$ cat config.mk
export PLATFORM = sky130hd
export DESIGN_NAME = mem_stage_sram_like
export DESIGN_NICKNAME = d
export VERILOG_FILES = /design/src/rtl/mem_stage_sram_like_pkg.sv /design/src/rtl/mem_load_align.sv /design/src/rtl/mem_stage_sram_like.sv
export SDC_FILE = /design/constraint.sdc
export NUM_CORES = 1
export LEC_CHECK = 0
export CAP_MARGIN = 20
export CELL_PAD_IN_SITES_DETAIL_PLACEMENT = 1
export CELL_PAD_IN_SITES_GLOBAL_PLACEMENT = 1
export CORE_MARGIN = 2
export CORE_UTILIZATION = 33
export CTS_CLUSTER_DIAMETER = 40
export DETAILED_ROUTE_END_ITERATION = 6
export GPL_TIMING_DRIVEN = 0
export PLACE_DENSITY_LB_ADDON = 0.1
export SYNTH_ARGS = -nofsm -noshare
export SYNTH_HDL_FRONTEND = slang
export SYNTH_HIERARCHICAL = 1
export SYNTH_SLANG_ARGS = --single-unit
$ cat constraint.sdc
create_clock -name clk -period 2.88 [get_ports clk]
set_input_delay 0.576 -clock clk [delete_from_list [all_inputs] [get_ports clk]]
set_output_delay 0.576 -clock clk [all_outputs]
set_load 0.01 [all_outputs]
$ cat src/rtl/mem_stage_sram_like_pkg.sv
// Shared widths and the EXE->MEM payload layout for the MEM stage.
package mem_stage_sram_like_pkg;

    localparam int unsigned ES_TO_MS_BUS_WD   = 79;
    localparam int unsigned MS_TO_WS_BUS_WD   = 73;
    localparam int unsigned MS_FWD_BLK_BUS_WD = 42;

    // Most orphaned responses that can be outstanding at once.
    localparam int unsigned DISCARD_MAX    = 3;
    localparam int unsigned DISCARD_CNT_WD = $clog2(DISCARD_MAX + 1);

    // EXE->MEM payload; mem_req is the MSB (bit 78).
    typedef struct packed {
        logic        mem_req;
        logic        lb;
        logic        lbu;
        logic        lh;
        logic        lhu;
        logic        lw;
        logic        lwl;
        logic        lwr;
        logic        res_from_mem;
        logic        gr_we;
        logic [4:0]  dest;
        logic [31:0] exe_result;
        logic [31:0] pc;
    } es_to_ms_t;

endpackage

$ cat src/rtl/mem_load_align.sv
// Load data alignment: picks and extends bytes/halves from the returned word
// and produces the per-byte register write strobe (partial for lwl/lwr).
module mem_load_align (
    input  logic        lb,
    input  logic        lbu,
    input  logic        lh,
    input  logic        lhu,
    input  logic        lw,
    input  logic        lwl,
    input  logic        lwr,
    input  logic [1:0]  addr,
    input  logic [31:0] word,
    input  logic        gr_we,
    output logic [31:0] result,
    output logic [3:0]  strb
);

    logic [31:0] shifted;
    logic [7:0]  byte_v;
    logic [15:0] half_v;

    // Select/extend the loaded value and the strobe for the instruction kind.
    always_comb begin
        shifted = word >> {addr, 3'b000};
        byte_v  = shifted[7:0];
        half_v  = addr[1] ? word[31:16] : word[15:0];
        result  = word;
        strb    = {4{gr_we}};
        if (lb) begin
            result = {{24{byte_v[7]}}, byte_v};
        end else if (lbu) begin
            result = {24'b0, byte_v};
        end else if (lh) begin
            result = {{16{half_v[15]}}, half_v};
        end else if (lhu) begin
            result = {16'b0, half_v};
        end else if (lw) begin
            result = word;
        end else if (lwl) begin
            // Low bytes of the word land in the upper bytes of the register.
            result = word << {~addr, 3'b000};
            strb   = (4'b1111 << ~addr) & {4{gr_we}};
        end else if (lwr) begin
            // High bytes of the word land in the lower bytes of the register.
            result = shifted;
            strb   = (4'b1111 >> addr) & {4{gr_we}};
        end
    end

endmodule

$ cat src/rtl/mem_stage_sram_like.sv
// MEM pipeline stage for a split-transaction SRAM-like data bus: holds each
// instruction until its data_ok, buffers read data while WB stalls, and drops
// responses owed to flushed instructions.
module mem_stage_sram_like
    import mem_stage_sram_like_pkg::*;
(
    input  logic                         clk,
    input  logic                         resetn,
    input  logic                         ws_allowin,
    output logic                         ms_allowin,
    input  logic                         es_to_ms_valid,
    input  logic [ES_TO_MS_BUS_WD-1:0]   es_to_ms_bus,
    output logic                         ms_to_ws_valid,
    output logic [MS_TO_WS_BUS_WD-1:0]   ms_to_ws_bus,
    input  logic                         data_sram_data_ok,
    input  logic [31:0]                  data_sram_rdata,
    input  logic                         ms_flush,
    input  logic                         es_req_killed,
    output logic                         ms_discard_full,
    output logic [MS_FWD_BLK_BUS_WD-1:0] ms_fwd_blk_bus
);

    es_to_ms_t                 bus_r;
    logic                      ms_valid;
    logic                      rbuf_valid;
    logic [31:0]               rbuf_data;
    logic [DISCARD_CNT_WD-1:0] discard_cnt;
    logic [DISCARD_CNT_WD-1:0] discard_next;

    logic        discard_hit;
    logic        own_ok;
    logic        data_avail;
    logic [31:0] mem_word;
    logic        ms_ready_go;
    logic        ms_leave;
    logic        req_lost;
    logic [31:0] load_result;
    logic [3:0]  gr_strb;
    logic [31:0] final_result;
    logic        fwd_stall;
    logic [3:0]  fwd_valid;

    // Response routing and pipeline handshake.
    always_comb begin
        // Responses are in order, so any pending orphan owns this data_ok.
        discard_hit    = data_sram_data_ok && (discard_cnt != '0);
        own_ok         = data_sram_data_ok && (discard_cnt == '0) && ms_valid
                         && bus_r.mem_req && !rbuf_valid;
        data_avail     = rbuf_valid || own_ok;
        mem_word       = rbuf_valid ? rbuf_data : data_sram_rdata;
        ms_ready_go    = !bus_r.mem_req || data_avail;
        ms_allowin     = !ms_valid || (ms_ready_go && ws_allowin);
        ms_to_ws_valid = ms_valid && ms_ready_go && !ms_flush;
        ms_leave       = ms_to_ws_valid && ws_allowin;
        // A flushed instruction still waiting leaves its response orphaned.
        req_lost       = ms_valid && bus_r.mem_req && !data_avail;
    end

    // Orphan counter: flush adds lost requests, each discarded data_ok retires one.
    always_comb begin
        discard_next = discard_cnt;
        if (ms_flush) begin
            discard_next = discard_next + DISCARD_CNT_WD'(req_lost)
                                        + DISCARD_CNT_WD'(es_req_killed);
        end
        if (discard_hit) begin
            discard_next = discard_next - DISCARD_CNT_WD'(1);
        end
    end

    mem_load_align u_load_align (
        .lb     (bus_r.lb),
        .lbu    (bus_r.lbu),
        .lh     (bus_r.lh),
        .lhu    (bus_r.lhu),
        .lw     (bus_r.lw),
        .lwl    (bus_r.lwl),
        .lwr    (bus_r.lwr),
        .addr   (bus_r.exe_result[1:0]),
        .word   (mem_word),
        .gr_we  (bus_r.gr_we),
        .result (load_result),
        .strb   (gr_strb)
    );

    // Output payloads towards WB and the ID forwarding network.
    always_comb begin
        final_result    = bus_r.res_from_mem ? load_result : bus_r.exe_result;
        fwd_valid       = {4{ms_valid}} & gr_strb;
        fwd_stall       = ms_valid && bus_r.res_from_mem && !data_avail;
        ms_to_ws_bus    = {gr_strb, bus_r.dest, final_result, bus_r.pc};
        ms_fwd_blk_bus  = {fwd_stall, fwd_valid, bus_r.dest, final_result};
        ms_discard_full = (discard_cnt == DISCARD_CNT_WD'(DISCARD_MAX));
    end

    // Stage valid and captured EXE payload.
    always_ff @(posedge clk or negedge resetn) begin
        if (!resetn) begin
            ms_valid <= 1'b0;
            bus_r    <= '0;
        end else if (ms_flush) begin
            ms_valid <= 1'b0;
        end else if (ms_allowin) begin
            ms_valid <= es_to_ms_valid;
            if (es_to_ms_valid) begin
                bus_r <= es_to_ms_t'(es_to_ms_bus);
            end
        end
    end

    // Read-data buffer for responses that arrive while WB is stalled.
    always_ff @(posedge clk or negedge resetn) begin
        if (!resetn) begin
            rbuf_valid <= 1'b0;
            rbuf_data  <= '0;
        end else if (ms_flush || ms_leave) begin
            rbuf_valid <= 1'b0;
        end else if (own_ok) begin
            rbuf_valid <= 1'b1;
            rbuf_data  <= data_sram_rdata;
        end
    end

    // Orphaned-response counter register.
    always_ff @(posedge clk or negedge resetn) begin
        if (!resetn) begin
            discard_cnt <= '0;
        end else begin
            discard_cnt <= discard_next;
        end
    end

endmodule

# Yosys cells after proc, flatten, opt, wreduce, memory -nomap -nowiden
# Index checks and enable logic that the tools add are counted.
# totals
latchBits	0
n_memories	0
register_bits	115
ram_bits	0
elab_cells	82
mem_bits_ro	0
out_inout_bits	118
input_bits	118
# op_classes
mux	23
order_cmp	0
n_eq_ne	1
mul	0
bitwise_logic	6
reduce_logical	28
n_div	0
addsub	3
shift	4
# ops
op	n
$mux 32	9
$shl 32x5->32	1
$shr 32x5->32	1
$mux 4	7
$mux 16	1
$logic_and 1x1->1	13
$and 4x4->4	3
$reduce_bool 2->1	3
$logic_not 1->1	5
$add 2x1->2	2
$logic_or 1x1->1	4
$mux 1	4
$mux 2	2
$shl 4x2->4 const A	1
$shr 4x2->4 const A	1
$reduce_and 3->1	1
$eq 2x2->1 const B	1
$logic_not 2->1	1
$not 1->1	2
$not 2->2	1
$reduce_and 2->1	1
$sub 2x1->2 const B	1

# Longest topological paths before layout
# depth
ltp_word	13
depth_mapped	10
ltp_nobuf	6

# Cells and area by module
# The synthesis kept the hierarchy.
# modules_own_cells
module	cells_each	area_each_um2	instances	seq_area_each_um2
mem_stage_sram_like	433	5828.1	1	2877.8
mem_load_align	246	1696.6	1	0.0

# Least setup slack after synthesis
# No wires, ideal clock.
# synth_timing
path_type	reg2out
from	register rbuf_valid
to	output ms_to_ws_bus[47]
required_ns	2.304
path_stages_with_launch	10
n_path_buf	3
t_arrival_ns	2.614
path_slack_ns	-0.310
cell_sequence	dfrtp_1 > clkbuf_1 > clkbuf_1 > mux2_2 > mux2_1 > a22o_1 > o311ai_1 > nand3_1 > mux2_2 > buf_4
# synth_via
elab_chain_cells	10
word_cells_on_any_way	12
classes_between	shift (2); mux (10)
# synth_rtl
element	line_no	source
start: declaration	mem_stage_sram_like.sv:25	logic rbuf_valid;
start signal: assignment	mem_stage_sram_like.sv:114	rbuf_valid <= 1'b0;
start signal: assignment	mem_stage_sram_like.sv:117	rbuf_valid <= 1'b0;
start signal: assignment	mem_stage_sram_like.sv:119	rbuf_valid <= 1'b1;
$mux 32 *	mem_stage_sram_like.sv:50	mem_word = rbuf_valid ? rbuf_data : data_sram_rdata;
via mem_word[15]	mem_stage_sram_like.sv:33	logic [31:0] mem_word;
$shr 32x5->32	mem_load_align.sv:24	shifted = word >> {addr, 3'b000};
$mux 32	mem_load_align.sv:43	end else if (lwr) begin
$mux 32	mem_load_align.sv:39	end else if (lwl) begin
$mux 32	mem_load_align.sv:37	end else if (lw) begin
$mux 32	mem_load_align.sv:35	end else if (lhu) begin
$mux 32	mem_load_align.sv:33	end else if (lh) begin
$mux 32	mem_load_align.sv:31	end else if (lbu) begin
$mux 32 *	mem_load_align.sv:29	if (lb) begin
via load_result[15]	mem_stage_sram_like.sv:37	logic [31:0] load_result;
$mux 32 *	mem_stage_sram_like.sv:88	final_result = bus_r.res_from_mem ? load_result : bus_r.exe_result;
end: declaration	mem_stage_sram_like.sv:14	output logic [MS_TO_WS_BUS_WD-1:0] ms_to_ws_bus,
# The timed path passes the listed nets; every way through them passes the cells marked *.

# Final worst setup path
# Ends and elaborated chain as after synthesis.

==> reports/qor.yml <==
outcome:
  status: "complete, but fails checks"
  violations: "DRC, setup timing"
final_layout:
  final_cells: 1316
  diodes: 0
  syn2layout_area_growth_pct: 68.44
  nFillCells: 2287
  fin_nets: 1137
  drive_above_1_share_pct: 54.51
  design_area_um2: 12670
critical_path:
  crit_path_end_kind: "output port"
  worst-path-buf-inv: 4
  slowest_delay_ps: 380
  path_delay_family: "multiplexers"
  cp.required_ps: 2300
  path_cells: "buf_8 > clkbuf_16 > mux2_4 > mux2_4 > a22o_1 > o311ai_1 > nand3_1 > mux2_4 > buf_6 > buf_6"
  crit_type: "reg -> out"
  critPathCapture: "ms_to_ws_bus[47]"
  path_depth: 10
  reg2reg_slack_ps: 400
  startpoint: "rbuf_valid$_DFFE_PN0P_"
  r2r-end: "discard_cnt[1]$_DFF_PN0_"
  worstReg2RegStart: "discard_cnt[1]$_DFF_PN0_"
  critical_path.startpoint_type: "flip-flop"
  crit_arrival_ps: 2990
  slowest_stage: "dfrtp_1"
  cp_max_fo: 8
  crit_path_frequent_cell: "mux2_4"
  r2r.worst_path.cells: 8
detailed_routing:
  wl_met1_um: 12040
  drt_iter0_markers: 353
  topRoutingLayerUsed: "met4"
  drt_first_pass_iters: 7
  wl_met2_um: 14520
  drc: 4
  wl_um: 29250
  dr_total_vias: 6812
  vias_per_cell: 5.176
  antenna_left: 0
  dr_wl_met3_um: 2112
  wl_per_cell_um: 22.23
floorplanning:
  die-area_um2: 24030
  die_w_um: 155.0
  rows: 55
  die_h_um: 155.0
  initial_core_util_pct: 33.44
  ioPinCount: 236
  core_um2: 22500
cts:
  h-tree-depth: 4
  ctsLongestPathBuffers: 2
  cts_tree: "done"
  cts_hold_buf: 0
  path_clk_slew_ps: 60
  cts_sinks: 115
  clk_latency_ps: 430
  numCtsBuffers: 17
  root_buffer: "clkbuf_16"
timing:
  period_needed_ps: 3565
  period_share_pct: 123.8
  slew_headroom_pct: 46.80
  fmax_mhz: 280.5
  worst_pin_slew_ps: 798.0
  rsz0062_at_grt: "yes"
  finalWorstSetupSlack_ps: -684.8
  fin_skew_ps: 9.953
  setup_viol: 64
  finalHoldViolations: 0
  slew_viol_final: 0
  tns_ps: -31070
synth:
  synth_cells: 679
  yosys-top-cells-area: "dfrtp_1 (38%), mux2_2 (27%), buf_4 (7.7%)"
  synth_area_um2: 7525
  synth_seq_cells: 115
  synth_top_area_share_pct: 38.24
  yosysMostFrequentCell: "mux2_2"
  synth_cell_type_count: 63
  syn-num-nets: 798
  ys_warn_count: 6
  ys.flop_type: "dfrtp_1"
  synth-async-reset-ratio_pct: 100.0
  yosys-top-cells-count: "mux2_2 (181), dfrtp_1 (115), buf_4 (77)"
  synth_edf_count: 0
  avgSynthCellArea_um2: 11.08
  seq_area_frac_synth_pct: 38.24
  yosysTopAreaCell: "dfrtp_1"
placement:
  hpwlAfterDp_um: 20660
  post_dp_cell_area_um2: 10290
  dp_slack_ps: -1055
  numPlacedInstances: 1200
  gp_congestion: 0.9055
  io_buffers: 235
power_and_ir_drop:
  power_density_nw_per_um2: 933.5
  pwr-share-seq_pct: 21.9
  cellLeakagePower_nw: 5.626
  ir_worst_vdd_mv: 0.4353
  intPower_mw: 7.542
  combinationalPowerShare_pct: 60.4
  clock_power_share_pct: 17.7
  p_sw_share_pct: 36.26
  power.net_switching_mw: 4.290
global_routing:
  antenna_found_initial: 0
  grt_max_degree: 66
  grt_pass1_vias: 7507
  grt_pass1_wl_um: 44140
  grt_usage_pct: 24.19
  overflow: 0
job:
  maxCapViolCount: 0
min_path:
  hold_path_class: "in -> async"
==> layout make-up <==
cell class	instances	area, um^2	share of cell area [%]
Tap cell	285	356.6	2.813
Sequential cell	115	2882	22.73
Clock buffer	18	429.2	3.386
Buffer	116	1054	8.312
Multi-Input combinational cell	431	4558	35.96
Inverter	14	57.56	0.4541
Timing Repair Buffer	323	3193	25.19
Clock inverter	14	145.1	1.145
==> cell usage in the layout (no fill, tap or decap), drive strengths merged, types with 8 or more instances in the layout <==
master         instances
a21oi                 28
dlygate4sd2            8
nand3                 14
nor2                  19
mux2                 183
clkdlybuf4s50        161
o21ai                 31
buf                  255
clkbuf                28
dfrtp                115
inv                   22
mux2i                 29
o2111ai                8
nand2                 20
==> flip-flops by register name (all words and copies together) (netlist names) <==
signal and cells:
bus_r 42, discard_cnt 2, ms_fwd_blk_bus 5, ms_to_ws_bus 32, ms_valid 1, rbuf_data 32
rbuf_valid 1
==> power by group through the flow <==
stage	sequential [mW]	combinational [mW]	clock, mW
after floorplan	2.43	3.14	0
after global placement	2.51	5.42	0
after detailed placement	2.56	5.53	0
after CTS	2.57	6.54	2.15
after global routing	2.67	7.51	2.22
final	2.59	7.15	2.10
==> worst register-to-register path, stage by stage (launching register included) <==
cell and delay (ps):
dfrtp_1 510, nor3b_4 100, buf_4 150, buf_4 140, or2_2 320, fa_1 430, or3b_2 470, a21oi_1 160
a2111oi_0 80
==> worst min-delay path by stage <==
stage	from	endpoint	cells past startpoint
floorplan	resetn	bus_r[32]$_DFFE_PN0P_	0
global placement	rbuf_data[22]$_DFFE_PN0P_	rbuf_data[22]$_DFFE_PN0P_	1
detailed placement	rbuf_data[18]$_DFFE_PN0P_	rbuf_data[18]$_DFFE_PN0P_	1
CTS	resetn	rbuf_valid$_DFFE_PN0P_	1
global route	resetn	discard_cnt[0]$_DFF_PN0_	1
finish	resetn	rbuf_valid$_DFFE_PN0P_	1
==> metal layers <==
| layer | vias up | track usage [%] |
|---|---|---|
| met1 | 3440 | 29.84 |
| li1 | 3084 | - |
| met4 | 0 | 7.760 |
| met5 | - | 0 |
| met2 | 262 | 40.85 |
| met3 | 26 | 6.936 |
==> stage by stage <==
step | util, % | hold slack (ps) | power, mW
after CTS | 53.79 | 115.6 | 11.27
final | 56.32 | 107.5 | 11.83
after global routing | 56.32 | 134.8 | 12.41
after floorplan | - | 280.4 | 5.575
after detailed placement | 45.72 | 492.2 | 8.083
after global placement | 45.59 | 482.2 | 7.931
==> what timing repair did <==
item | 4_1_cts | 5_1_grt
resized for setup | 455 | 115
pin swaps | 28 | 14
cloned | 3 | 0
setup endpoints to repair | 75 | 72
buffers inserted | 63 | 21
==> logic make-up after synthesis <==
family,count (synthesis),synth area share [%]
multiplexers,212,31.29
AND/OR/NAND/NOR,91,6.535
buffers and inverters,133,11.69
flip-flops,115,38.24
adder cells (fa/ha/maj),1,0.2661
AO/OA/AOI/OAI,127,11.97
(Power assumes the default switching activity.)
